==> src/rtl/mul_issue_ctrl.sv <==
// Issue stage in front of the pipelined multiplier: accepts one RV32 M-group
// instruction, runs the multiplier under a timeout and returns the tagged result.
module mul_issue_ctrl #(
  parameter int unsigned TIMEOUT_CYCLES = 16,
  parameter bit          ZERO_BYPASS    = 1'b1
) (
  input  logic        clk_i,
  input  logic        rst_i,
  input  logic        req_valid_i,
  output logic        req_ready_o,
  input  logic [6:0]  opcode_i,
  input  logic [2:0]  funct3_i,
  input  logic [6:0]  funct7_i,
  input  logic [31:0] rs1_i,
  input  logic [31:0] rs2_i,
  input  logic [4:0]  rd_i,
  output logic        resp_valid_o,
  input  logic        resp_ready_i,
  output logic [31:0] resp_data_o,
  output logic [4:0]  resp_rd_o,
  output logic        resp_err_o,
  output logic        mul_clr_o,
  output logic        mul_en_o,
  output logic [31:0] mul_a_o,
  output logic [31:0] mul_b_o,
  output logic        mul_signed_a_o,
  output logic        mul_signed_b_o,
  output logic        mul_upper_o,
  input  logic [31:0] mul_result_i,
  input  logic        mul_done_i
);

  localparam int unsigned      CNT_W    = $clog2(TIMEOUT_CYCLES);
  localparam logic [CNT_W-1:0] CNT_LAST = CNT_W'(TIMEOUT_CYCLES - 1);

  typedef enum logic [1:0] {S_IDLE, S_CLEAR, S_RUN, S_RESP} state_e;

  // Both handshakes: a transfer happens on a rising edge where valid and ready
  // are both 1; a raised valid holds its payload stable until that transfer.
  state_e           state_q, state_d;
  logic [31:0]      a_q, a_d, b_q, b_d, data_q, data_d;
  logic [4:0]       rd_q, rd_d;
  logic             sa_q, sa_d, sb_q, sb_d, up_q, up_d, err_q, err_d;
  logic [CNT_W-1:0] cnt_q, cnt_d;

  logic accept, legal, dec_sa, dec_sb, dec_up, zero_op, mul_busy, in_resp;

  always_comb begin
    legal   = (opcode_i == 7'b0110011) && (funct7_i == 7'b0000001) && !funct3_i[2];
    dec_sa  = (funct3_i[1:0] != 2'b11);
    dec_sb  = !funct3_i[1];
    dec_up  = (funct3_i[1:0] != 2'b00);
    zero_op = (rs1_i == 32'd0) || (rs2_i == 32'd0);
    accept  = req_valid_i && req_ready_o;
  end

  always_comb begin
    state_d = state_q;
    a_d     = a_q;
    b_d     = b_q;
    rd_d    = rd_q;
    sa_d    = sa_q;
    sb_d    = sb_q;
    up_d    = up_q;
    data_d  = data_q;
    err_d   = err_q;
    cnt_d   = cnt_q;
    case (state_q)
      S_IDLE: begin
        if (accept) begin
          a_d    = rs1_i;
          b_d    = rs2_i;
          rd_d   = rd_i;
          sa_d   = dec_sa;
          sb_d   = dec_sb;
          up_d   = dec_up;
          data_d = 32'd0;
          cnt_d  = '0;
          if (!legal) begin
            err_d   = 1'b1;
            state_d = S_RESP;
          end else if (ZERO_BYPASS && zero_op) begin
            err_d   = 1'b0;
            state_d = S_RESP;
          end else begin
            err_d   = 1'b0;
            state_d = S_CLEAR;
          end
        end
      end
      S_CLEAR: begin
        cnt_d   = '0;
        state_d = S_RUN;
      end
      S_RUN: begin
        cnt_d = cnt_q + 1'b1;
        // done takes priority over the timeout on the same cycle
        if (mul_done_i) begin
          data_d  = mul_result_i;
          err_d   = 1'b0;
          state_d = S_RESP;
        end else if (cnt_q == CNT_LAST) begin
          data_d  = 32'd0;
          err_d   = 1'b1;
          state_d = S_RESP;
        end
      end
      S_RESP: begin
        if (resp_ready_i) state_d = S_IDLE;
      end
      default: state_d = S_IDLE;
    endcase
  end

  always_ff @(posedge clk_i) begin
    if (rst_i) begin
      state_q <= S_IDLE;
      a_q     <= 32'd0;
      b_q     <= 32'd0;
      rd_q    <= 5'd0;
      sa_q    <= 1'b0;
      sb_q    <= 1'b0;
      up_q    <= 1'b0;
      data_q  <= 32'd0;
      err_q   <= 1'b0;
      cnt_q   <= '0;
    end else begin
      state_q <= state_d;
      a_q     <= a_d;
      b_q     <= b_d;
      rd_q    <= rd_d;
      sa_q    <= sa_d;
      sb_q    <= sb_d;
      up_q    <= up_d;
      data_q  <= data_d;
      err_q   <= err_d;
      cnt_q   <= cnt_d;
    end
  end

  // Operand and response buses are forced to 0 outside the states that own them.
  always_comb begin
    mul_busy       = (state_q == S_CLEAR) || (state_q == S_RUN);
    in_resp        = (state_q == S_RESP);
    req_ready_o    = (state_q == S_IDLE) && !rst_i;
    mul_clr_o      = (state_q == S_CLEAR);
    mul_en_o       = (state_q == S_RUN);
    mul_a_o        = mul_busy ? a_q : 32'd0;
    mul_b_o        = mul_busy ? b_q : 32'd0;
    mul_signed_a_o = mul_busy && sa_q;
    mul_signed_b_o = mul_busy && sb_q;
    mul_upper_o    = mul_busy && up_q;
    resp_valid_o   = in_resp;
    resp_data_o    = in_resp ? data_q : 32'd0;
    resp_rd_o      = in_resp ? rd_q : 5'd0;
    resp_err_o     = in_resp && err_q;
  end

endmodule

==> config.mk <==
export PLATFORM = sky130hd
export DESIGN_NAME = mul_issue_ctrl
export DESIGN_NICKNAME = d
export VERILOG_FILES = /design/src/rtl/mul_issue_ctrl.sv
export SDC_FILE = /design/constraint.sdc
export NUM_CORES = 1
export LEC_CHECK = 0
export BUFFER_PORTS_ARGS = -buffer_cell sky130_fd_sc_hd__buf_2
export CORE_MARGIN = 3
export CORE_UTILIZATION = 25
export CTS_CLUSTER_DIAMETER = 60
export CTS_CLUSTER_SIZE = 24
export DETAILED_ROUTE_END_ITERATION = 8
export RECOVER_POWER = 100
export SETUP_SLACK_MARGIN = 0.4
export SLEW_MARGIN = 25
export SYNTH_ARGS = -nofsm -noshare
export SYNTH_HDL_FRONTEND = slang
export SYNTH_SLANG_ARGS = --single-unit
==> constraint.sdc <==
create_clock -name clk_i -period 1.83 [get_ports clk_i]
set_input_delay 0 -clock clk_i [delete_from_list [all_inputs] [get_ports clk_i]]
set_output_delay 0 -clock clk_i [all_outputs]
set_load 0.01 [all_outputs]
# Word-level counts from Yosys, hierarchy flattened
# Cells that the tools add are included.
dict set report totals {
  register_bits 111
  wordCells 66
}
dict set report op_classes {
  reduce_logical 23
  n_mux 22
  n_eq_ne 10
  addsub 1
}
# operator n
set op_table {}
lappend op_table {{2-to-1 mux 32 bit} 6}
lappend op_table {{logical NOT 32 bit} 2}
lappend op_table {{one-hot mux 32 bit (2 select lines)} 1}
lappend op_table {{2-to-1 mux 2 bit} 6}
lappend op_table {{one-hot mux 4 bit (3 select lines)} 1}
lappend op_table {{logical AND 1 bit} 8}
lappend op_table {{one-hot mux 2 bit (4 select lines)} 1}
lappend op_table {{equality test 7 x 1 -> 1 bit (second input constant)} 1}
lappend op_table {{equality test 7 x 6 -> 1 bit (second input constant)} 1}
lappend op_table {{AND reduction 3 bit} 2}
lappend op_table {{2-to-1 mux 5 bit} 1}
lappend op_table {{adder 4 x 1 -> 4 bit (second input constant)} 1}
lappend op_table {{equality test 2 bit (second input constant)} 2}
lappend op_table {{equality test 4 bit (second input constant)} 1}
lappend op_table {{2-to-1 mux 1 bit} 4}
lappend op_table {{2-to-1 mux 4 bit} 1}
lappend op_table {{!= test 2 bit (second input constant)} 2}
lappend op_table {{AND reduction 2 bit} 2}
lappend op_table {{nonzero test 2 bit} 2}
lappend op_table {{logical NOT 1 bit} 3}
lappend op_table {{!= test 3 x 1 -> 1 bit (second input constant)} 1}
lappend op_table {{nonzero test 3 bit} 1}
lappend op_table {{equality test 2 x 1 -> 1 bit (second input constant)} 1}
lappend op_table {{logical NOT 2 bit} 1}
lappend op_table {{3 further kinds} 4}

# Logic depth before layout (Yosys ltp)
# Gate-level depths: netlist of run 1.
dict set report logic_depth {
  depth_word 6
  ltp_mapped 8
  mapped_depth_nobuf 6
}

# Worst setup path after synthesis of run 1
# Ideal clock, no wire load.
dict set report synth_path {
  kind {reg2reg}
  start {register state_q[0]}
  end {register state_q[0]}
  path_stages_with_launch 8
  path_slack_ns 0.042
  required_time_ns 1.739
  arrival_ns 1.697
  path_buffers 1
  cell_sequence {dfxtp_1 -> inv_1 -> ha_1 -> buf_6 -> nor2b_4 -> a222oi_1 -> nor2_1 -> a311oi_1}
}
# element line
set synth_lines {}
lappend synth_lines {{from (decl)} 40} ;# state_e state_q, state_d;
lappend synth_lines {{from (signal assigned)} 128} ;# state_q <= state_d;
lappend synth_lines {{equality test 2 bit (*)} --}
lappend synth_lines {{named net mul_en_o} 23} ;# output logic mul_en_o,
lappend synth_lines {{!= test 3 x 1 -> 1 bit (no line)} --}
lappend synth_lines {{AND reduction 3 bit (no line)} --}
# Mark *: on every way through the listed nets, which the timed path passes. The rest lies on a longest branch.
# A chain may end at the register's enable or synchronous reset.

# Worst setup path after layout of run 1
dict set report layout_path {
  start {register state_q[1]}
  end {output port mul_b_o[16]}
}
dict set report layout_via {
  elab_chain_cells 3
}
# element line
set layout_rtl {}
lappend layout_rtl {{equality test 2 x 1 -> 1 bit or equality test 2 bit (tied branches)} 143} ;# mul_busy = (state_q == S_CLEAR) || (state_q == S_RUN);
lappend layout_rtl {{logical OR 1 bit (*)} 143}
lappend layout_rtl {{2-to-1 mux 32 bit (*)} 149} ;# mul_b_o = mul_busy ? b_q : 32'd0;
lappend layout_rtl {{to (decl)} 25} ;# output logic [31:0] mul_b_o,
# Mark *: on every way between the ends. The rest lies on a longest branch, timed or not.

==> implementation parameters, run 1 <==
Parameter                              Value

STA
  Min cycle time layout    1.75 ns
  Fraction of the cycle the final worst path needs    0.957
  Count of final max-slew check failures    0
  Fmax    0.571 GHz
  Setup TNS    0 ns
  Worst slew margin relative to its limit    0.615
  Setup repair after global routing missed its margin    true
  Actual slew at the worst max-slew pin    0.577 ns
  Number of hold violations in the final report    0
  Setup violators final    0
  Clock Skew    0.00496 ns

Power and ir drop
  Internal power    7060 uW
  VDD IR max    0.000570 V
  Leakage Power    0.00427 uW
  Combinational share of power    0.508
  Switching power of the nets    3490 uW
  Pwr dens    1150 nW/um^2
  Register share of total power    0.288
  Net Sw Frac    0.331
  Portion of total power attributed to the clock network    0.205

Global route
  Global-route met1 utilization    0.194
  Maximum number of pins on one net before global-route repair    72
  GRT Resource Usage Total    0.154
  Most crowded layer after global routing    met2
  Number of global-route vias before repair    5682
  Wire length of the first global-routing pass    29.7 mm
  Grt met3 use    0.0386
  Initial antenna violation count    2
  Grt met2 use    0.257
  Total grt overflow    0

Drt
  Drc violations    0
  Remaining antenna violation count after routing    0
  Total wire length after detailed routing    20.6 mm
  Number of vias per cell after detailed routing    4.64
  Count of routing violations after the opening detailed-route iteration    202
  DR pass1 iterations    4
  Vias post-DR    5791
  Average routed wire per standard cell    16.5 microns

Floorplan
  Horiz. Die Dim    152 microns
  Area of the core    20600 sq um
  Standard-cell row count    52
  Height of the chip    152 microns
  Starting utilization of the core area    0.260
  Die footprint    23200 sq um
  Boundary Pins    232

Synthesis
  Netlist Area Pre-Place    5360 sq um
  Share of the yosys chip area belonging to registers    0.414
  Top cells by area, synth    dfxtp_1 (41%), and2_1 (13%), nand2_1 (9.9%), nand3b_1 (9.8%), mux2i_1 (6.0%)
  Number of flops mapped to enable cells by yosys    0
  Gate Count Post-Synth    650
  Number of distinct library cells after synthesis    34
  Async SR Flop Fraction    0
  Leading area contributor after synthesis    dfxtp_1
  Net count after synthesis    779
  Fraction of post-synthesis cell area in the top cell type by area    0.414
  Yosys warns    0
  Top FF cell, synth    dfxtp_1
  Count of state elements after synthesis    111
  Syn_area_per_cell    8.25 sq um

Finish
  Proportion of layout cells with a drive suffix above 1    0.362
  Post-route standard cell area excluding fillers    9150 sq um
  Area Overhead vs Synth    70.5%
  Post-layout net count    1102
  Utilization after layout    0.444

Clock tree
  Source-to-sink clock delay at the later pin of the worst-skew pair    0.35 ns
  Clock Path Buffers    2
  Clock transition at the register clock pins on the worst setup and hold paths after CTS    0.07 ns
  TritonCTS clock tree    built
  TritonCTS Buffers    9
  H-tree lvl count    3
  Number of clock sinks    111
  CTS root buffer    clkbuf_16

Placed design
  Hpwl dp    11.6 mm
  Cell area reported after detailed placement    6860 sq um
  Final weighted congestion in routability-driven placement    0.793
  Port Buffer Count    231

Critical path
  Worst R2R Start    state_q[1]
  Crit path from    state_q[1]
  Launching element type of the critical path    register
  Category of the critical setup timing path    reg2out
  Arrival time of data at the critical path endpoint    1.75 ns
  CP required    1.83 ns
  Crit end category    primary output
  Max FO, Critical Path    5

Worst hold path
  Beginning of the worst hold path    rst_i
  Class of the most critical hold timing path    in2reg

Run status
  Status    complete, no violations

Job
  Maximum Capacitance Violations    0
[final timing paths]
| check | endpoint | slack [ns] | cells after the start |
|---|---|---|---|
| worst max register to register | data_q[21] | 0.12 | 8 |
| worst max-delay path | mul_b_o[16] | 0.08 | 7 |
| worst min register to register | a_q[12] | 0.47 | 2 |
| worst min-delay path | state_q[1] | 0.002 | 4 |
[layout make-up]
| class | instances | area (sq um) |
|---|---|---|
| Fill cell | 1956 | 11500 |
| Clock buffer | 10 | 239 |
| Inverter | 5 | 23.8 |
| Multi-Input combinational cell | 486 | 3130 |
| Sequential cell | 111 | 2230 |
| Timing Repair Buffer | 360 | 3100 |
| Clock inverter | 5 | 81.3 |
| Tap cell | 270 | 338 |
| Antenna cell | 2 | 5.00 |
[synth_stat cells, drive strengths merged, types with 2 or more instances]
cell / number
nand2: 141
dfxtp: 111
and2: 108
nand3b: 71
nor2: 39
clkbuf: 36
and3: 32
mux2i: 32
nor4: 16
buf: 13
a21oi: 6
ha: 6
inv: 5
and4: 4
nand2b: 4
a211oi: 3
a311oi: 2
nand3: 2
nand4: 2
nor2b: 2
nor3: 2
nor4bb: 2
o211ai: 2
o21ai: 2
[flip-flops by register name, summed over array words and instances (netlist names)]
register and count:
cnt_q 4, b_q 32, err_q 1, state_q 2
up_q 1, data_q 32, rd_q 5, a_q 32
sa_q 1, sb_q 1
[metrics by stage]
step                      setup slack, ns  std cells  hold WS, ns  power, uW
final                              0.0795       1249      0.00193      10500
after CTS                           0.136       1227      0.00228       9020
after global routing               0.0177       1249       0.0287      11100
after detailed placement           0.0731       1121        0.187       5760
after global placement              0.122       1121        0.183       5750
after floorplan                     0.169        650       0.0237       4770
[worst max-delay path, cell delays in order, from the launching register on]
cell and delay (ns):
dfxtp_4 0.38, inv_4 0.04, ha_4 0.26, buf_12 0.13
buf_8 0.12, clkbuf_16 0.14, and2_0 0.18, buf_6 0.14
[repair_timing]
| item | in CTS | in global routing |
|---|---|---|
| resized for setup | 41 | 174 |
| endpoints found under the hold margin | 73 | 0 |
| endpoints found under the setup margin | 214 | 194 |
| setup buffers | 12 | 10 |
| hold buffers | 72 | 0 |
| gates cloned | 7 | 10 |
| pin swaps | 6 | 62 |
[cells by family after synthesis]
kind of cell / count (synthesis) / synth area share
AO/OA/AOI/OAI: 17 / 0.0236
adder cells (fa/ha/maj): 6 / 0.0140
AND/OR/NAND/NOR: 430 / 0.442
multiplexers: 32 / 0.0597
flip-flops: 111 / 0.414
buffers and inverters: 54 / 0.0467
[placed cells by master, fill, tap and decap left out, types with 11 or more instances in the layout]
cell type and count:
nand2_2 19, buf_4 12, buf_2 139, clkbuf_1 31, and2_4 40, dlygate4sd3_1 72, dfxtp_1 108, nor2_1 36
buf_6 72, mux2i_1 29, and3_1 32, nand2_1 120, nand3b_1 70, and2_0 40, buf_12 11, and2_1 29
clkbuf_16 16, nor4_1 16
[power by group through the flow]
stage          Sequential, uW  Clock, uW  Combinational (uW)
4_1_cts                  3010       2250                3770
3_5_place_dp             3040          0                2710
5_1_grt                  3080       2330                5700
3_3_place_gp             3040          0                2710
2_1_floorplan            2990          0                1780
6_report                 3030       2160                5350
[layer usage]
metal | vias up | routed length (microns)
li1 | 2801 | -
met1 | 2754 | 8710
met2 | 203 | 10100
met3 | 33 | 1320
met4 | 0 | 481
met5 | - | 0
Power figures use the tool's default switching activity.
==> run 2, diff against run 1 <==
- CELL_PAD_IN_SITES_DETAIL_PLACEMENT: not set -> 0
- CELL_PAD_IN_SITES_GLOBAL_PLACEMENT: not set -> 2
- CORE_UTILIZATION: 25 -> 24
- PLACE_DENSITY_LB_ADDON: not set -> 0.1
==> implementation parameters, run 2 (synthesis results as in run 1) <==
Parameter                              Value

Run status
  Status    complete, no violations

Worst hold path
  Class of the most critical hold timing path    in2reg

Drt
  Remaining antenna violation count after routing    0 (unchanged)
  Average routed wire per standard cell    17.5 microns (+6.1%)
  Drc violations    0 (unchanged)
  Number of vias per cell after detailed routing    4.54 (-2.0%)
  DR pass1 iterations    5 (+1)
  Total wire length after detailed routing    22.2 mm (+7.7%)
  Vias post-DR    5763 (-0.48%)
  Count of routing violations after the opening detailed-route iteration    174 (-14%)

Power and ir drop
  Net Sw Frac    0.348 (+0.0168)
  VDD IR max    0.000506 V (-11%)
  Portion of total power attributed to the clock network    0.179 (-0.026)
  Register share of total power    0.275 (-0.013)
  Combinational share of power    0.546 (+0.038)
  Power Total    11000 uW (+4.4%)
  Switching power of the nets    3830 uW (+9.7%)
  Internal power    7180 uW (+1.8%)
  Pwr dens    1080 nW/um^2 (-6.0%)
  Leakage Power    0.00484 uW (+14%)

Critical path
  CP max stage delay    0.36 ns (-0.02 ns)
  CP required    2.05 ns (+0.22 ns)
  Buffering stage count on the worst path with inverters included    3 (-2)
  CP max stage cell    dfxtp_2
  Depth of the worst register-to-register path    8 (unchanged)
  Category of the critical setup timing path    reg2reg
  Crit end category    register
  Arrival time of data at the critical path endpoint    1.98 ns (+0.23 ns)
  Family of cells with the greatest summed delay on the critical path    buffers and inverters
  Most frequent cell on the critical path    buf_6
  Capture instance of the worst register-to-register path    data_q[14]
  Max FO, Critical Path    5 (unchanged)
  Crit. path cell count    8 (+1)
  Crit path from    state_q[1]
  Launching element type of the critical path    register
  Reg-to-reg slack, setup    0.07 ns (-0.05 ns)
  Capture point of the worst path    data_q[14]
  Worst R2R Start    state_q[1]
  Critical Path, Cell by Cell    buf_6 > ha_4 > or2b_1 > a22oi_4 > buf_6 > buf_16 > mux2i_2 > nor2_1

Clock tree
  Clock Path Buffers    2 (unchanged)
  H-tree lvl count    3 (unchanged)
  Clock transition at the register clock pins on the worst setup and hold paths after CTS    0.08 ns (about the same)
  TritonCTS clock tree    built
  TritonCTS Buffers    9 (unchanged)
  CTS root buffer    clkbuf_16
  Number of clock sinks    111 (unchanged)
  Source-to-sink clock delay at the later pin of the worst-skew pair    0.35 ns (about the same)

STA
  Fmax    0.569 GHz (-0.46%)
  Setup repair after global routing missed its margin    true
  Actual slew at the worst max-slew pin    0.783 ns (+0.206 ns)
  Post-route worst setup slack    0.0713 ns (-0.00817 ns)
  Clock Skew    0.00620 ns (+0.00124 ns)
  Worst slew margin relative to its limit    0.478 (-0.137)
  Count of final max-slew check failures    0 (unchanged)
  Setup violators final    0 (unchanged)
  Min cycle time layout    1.76 ns (+0.00817 ns)
  Number of hold violations in the final report    0 (unchanged)
  Fraction of the cycle the final worst path needs    0.961 (+0.00446)

Placed design
  Final weighted congestion in routability-driven placement    0.754 (-5.0%)
  Post-Place Cells    1125 (+0.36%)
  Port Buffer Count    231 (unchanged)
  Worst setup slack after placement    0.0707 ns (-0.00238 ns)
  Hpwl dp    12.4 mm (+7.6%)

Global route
  GRT Resource Usage Total    0.162 (+0.00873)
  Total grt overflow    0 (unchanged)
  Number of global-route vias before repair    5828 (+2.6%)
  Initial antenna violation count    0 (-2)
  Wire length of the first global-routing pass    31.5 mm (+6.2%)
  Maximum number of pins on one net before global-route repair    83 (+15%)

Finish
  Regs by FF count    a_q (32), b_q (32), data_q (32)
  Area Overhead vs Synth    89.4%
  Cell Count, Final, Fillers Out    1268 (+1.5%)
  Proportion of layout cells with a drive suffix above 1    0.514 (+0.152)
  Most frequent cells in the layout    buf_2 (124), buf_6 (123), dfxtp_1 (108)
  Post-layout net count    1112 (+0.91%)
  Number of diodes added for antenna fixing    0 (-2)
  Leading cell type in the layout, fill and taps excluded    buf_2

Floorplan
  Horiz. Die Dim    155 microns (+2.0%)
  Area of the core    21900 sq um (+6.1%)
  Height of the chip    155 microns (+2.0%)
  Die footprint    24200 sq um (+4.0%)
  Standard-cell row count    54 (+3.8%)
  Boundary Pins    232 (unchanged)
  Starting utilization of the core area    0.245 (-0.0150)

Job
  Maximum Capacitance Violations    0 (unchanged)
==> run 2: cell count changes in the layout (fill, tap and decap cells not counted), sizes merged <==
| cell | change |
|---|---|
| buf | +45 |
| clkbuf | -36 |
| clkinv | +3 |
| bufinv | -2 |
| diode | -2 |
| and2 | +1 |
| clkinvlp | +1 |
| dlygate4sd3 | -1 |
==> run 2: timing repair <==
action | in CTS | in global routing
gates cloned | 14 | 13
endpoints found under the setup margin | 210 | 217
gates resized for setup | 90 | 295
setup buffers | 22 | 7
endpoints found under the hold margin | 72 | 0
hold buffers | 71 | 0
pin swaps | 27 | 122
==> run 2: worst min path at each step <==
stage / start / end / slack, ns / depth (start not counted)
global placement: rd_i[4] / rd_q[4] / 0.19 / 3
global route: mul_result_i[0] / data_q[0] / 0.04 / 4
CTS: mul_result_i[0] / data_q[0] / 0.005 / 4
finish: mul_result_i[0] / data_q[0] / 0.02 / 4
detailed placement: rd_i[4] / rd_q[4] / 0.19 / 3
floorplan: rst_i / req_ready_o / 0.02 / 1
==> run 2: cell type report <==
cell class | count | area, sq um
repair buffers | 369 | 3730
multi-input cells | 487 | 3540
inverters | 5 | 23.8
clock inverters | 7 | 57.6
clock buffers | 9 | 225
fillers | 2138 | 11700
well taps | 280 | 350
flip-flops and latches | 111 | 2230
==> run 2: stage by stage <==
stage	utilization	cell area, sq um	hold slack (ns)	TNS [ns]
6_report	0.464	10200	0.0192	0
4_1_cts	0.401	8780	0.00483	0
5_1_grt	0.464	10200	0.0382	-0.0549
3_5_place_dp	0.312	6830	0.189	0
2_1_floorplan	-	5410	0.0237	0
3_3_place_gp	0.312	6830	0.185	0
==> run 2: routing by layer <==
metal / vias up / GRT usage / wire length (microns)
li1: 2826 / - / -
met1: 2776 / 0.213 / 9920
met2: 142 / 0.269 / 10900
met3: 19 / 0.0342 / 1050
met4: 0 / 0.0467 / 287
met5: - / 0 / 0
==> run 2: power groups by stage <==
stage | logic, uW | clock network (uW) | registers [uW]
after floorplan | 1780 | 0 | 2990
after global placement | 2730 | 0 | 3030
after detailed placement | 2750 | 0 | 3040
after CTS | 4700 | 2060 | 3000
after global routing | 6380 | 2140 | 3080
final | 6010 | 1970 | 3030
==> run 2: worst register-to-register path: cells and delay by family (launching register included) <==
kind / cells / cell delay (ns)
AND/OR/NAND/NOR: 2 / 0.32
adder cells (fa/ha/maj): 1 / 0.14
flip-flops: 1 / 0.36
buffers and inverters: 3 / 0.41
AO/OA/AOI/OAI: 1 / 0.18
multiplexers: 1 / 0.21
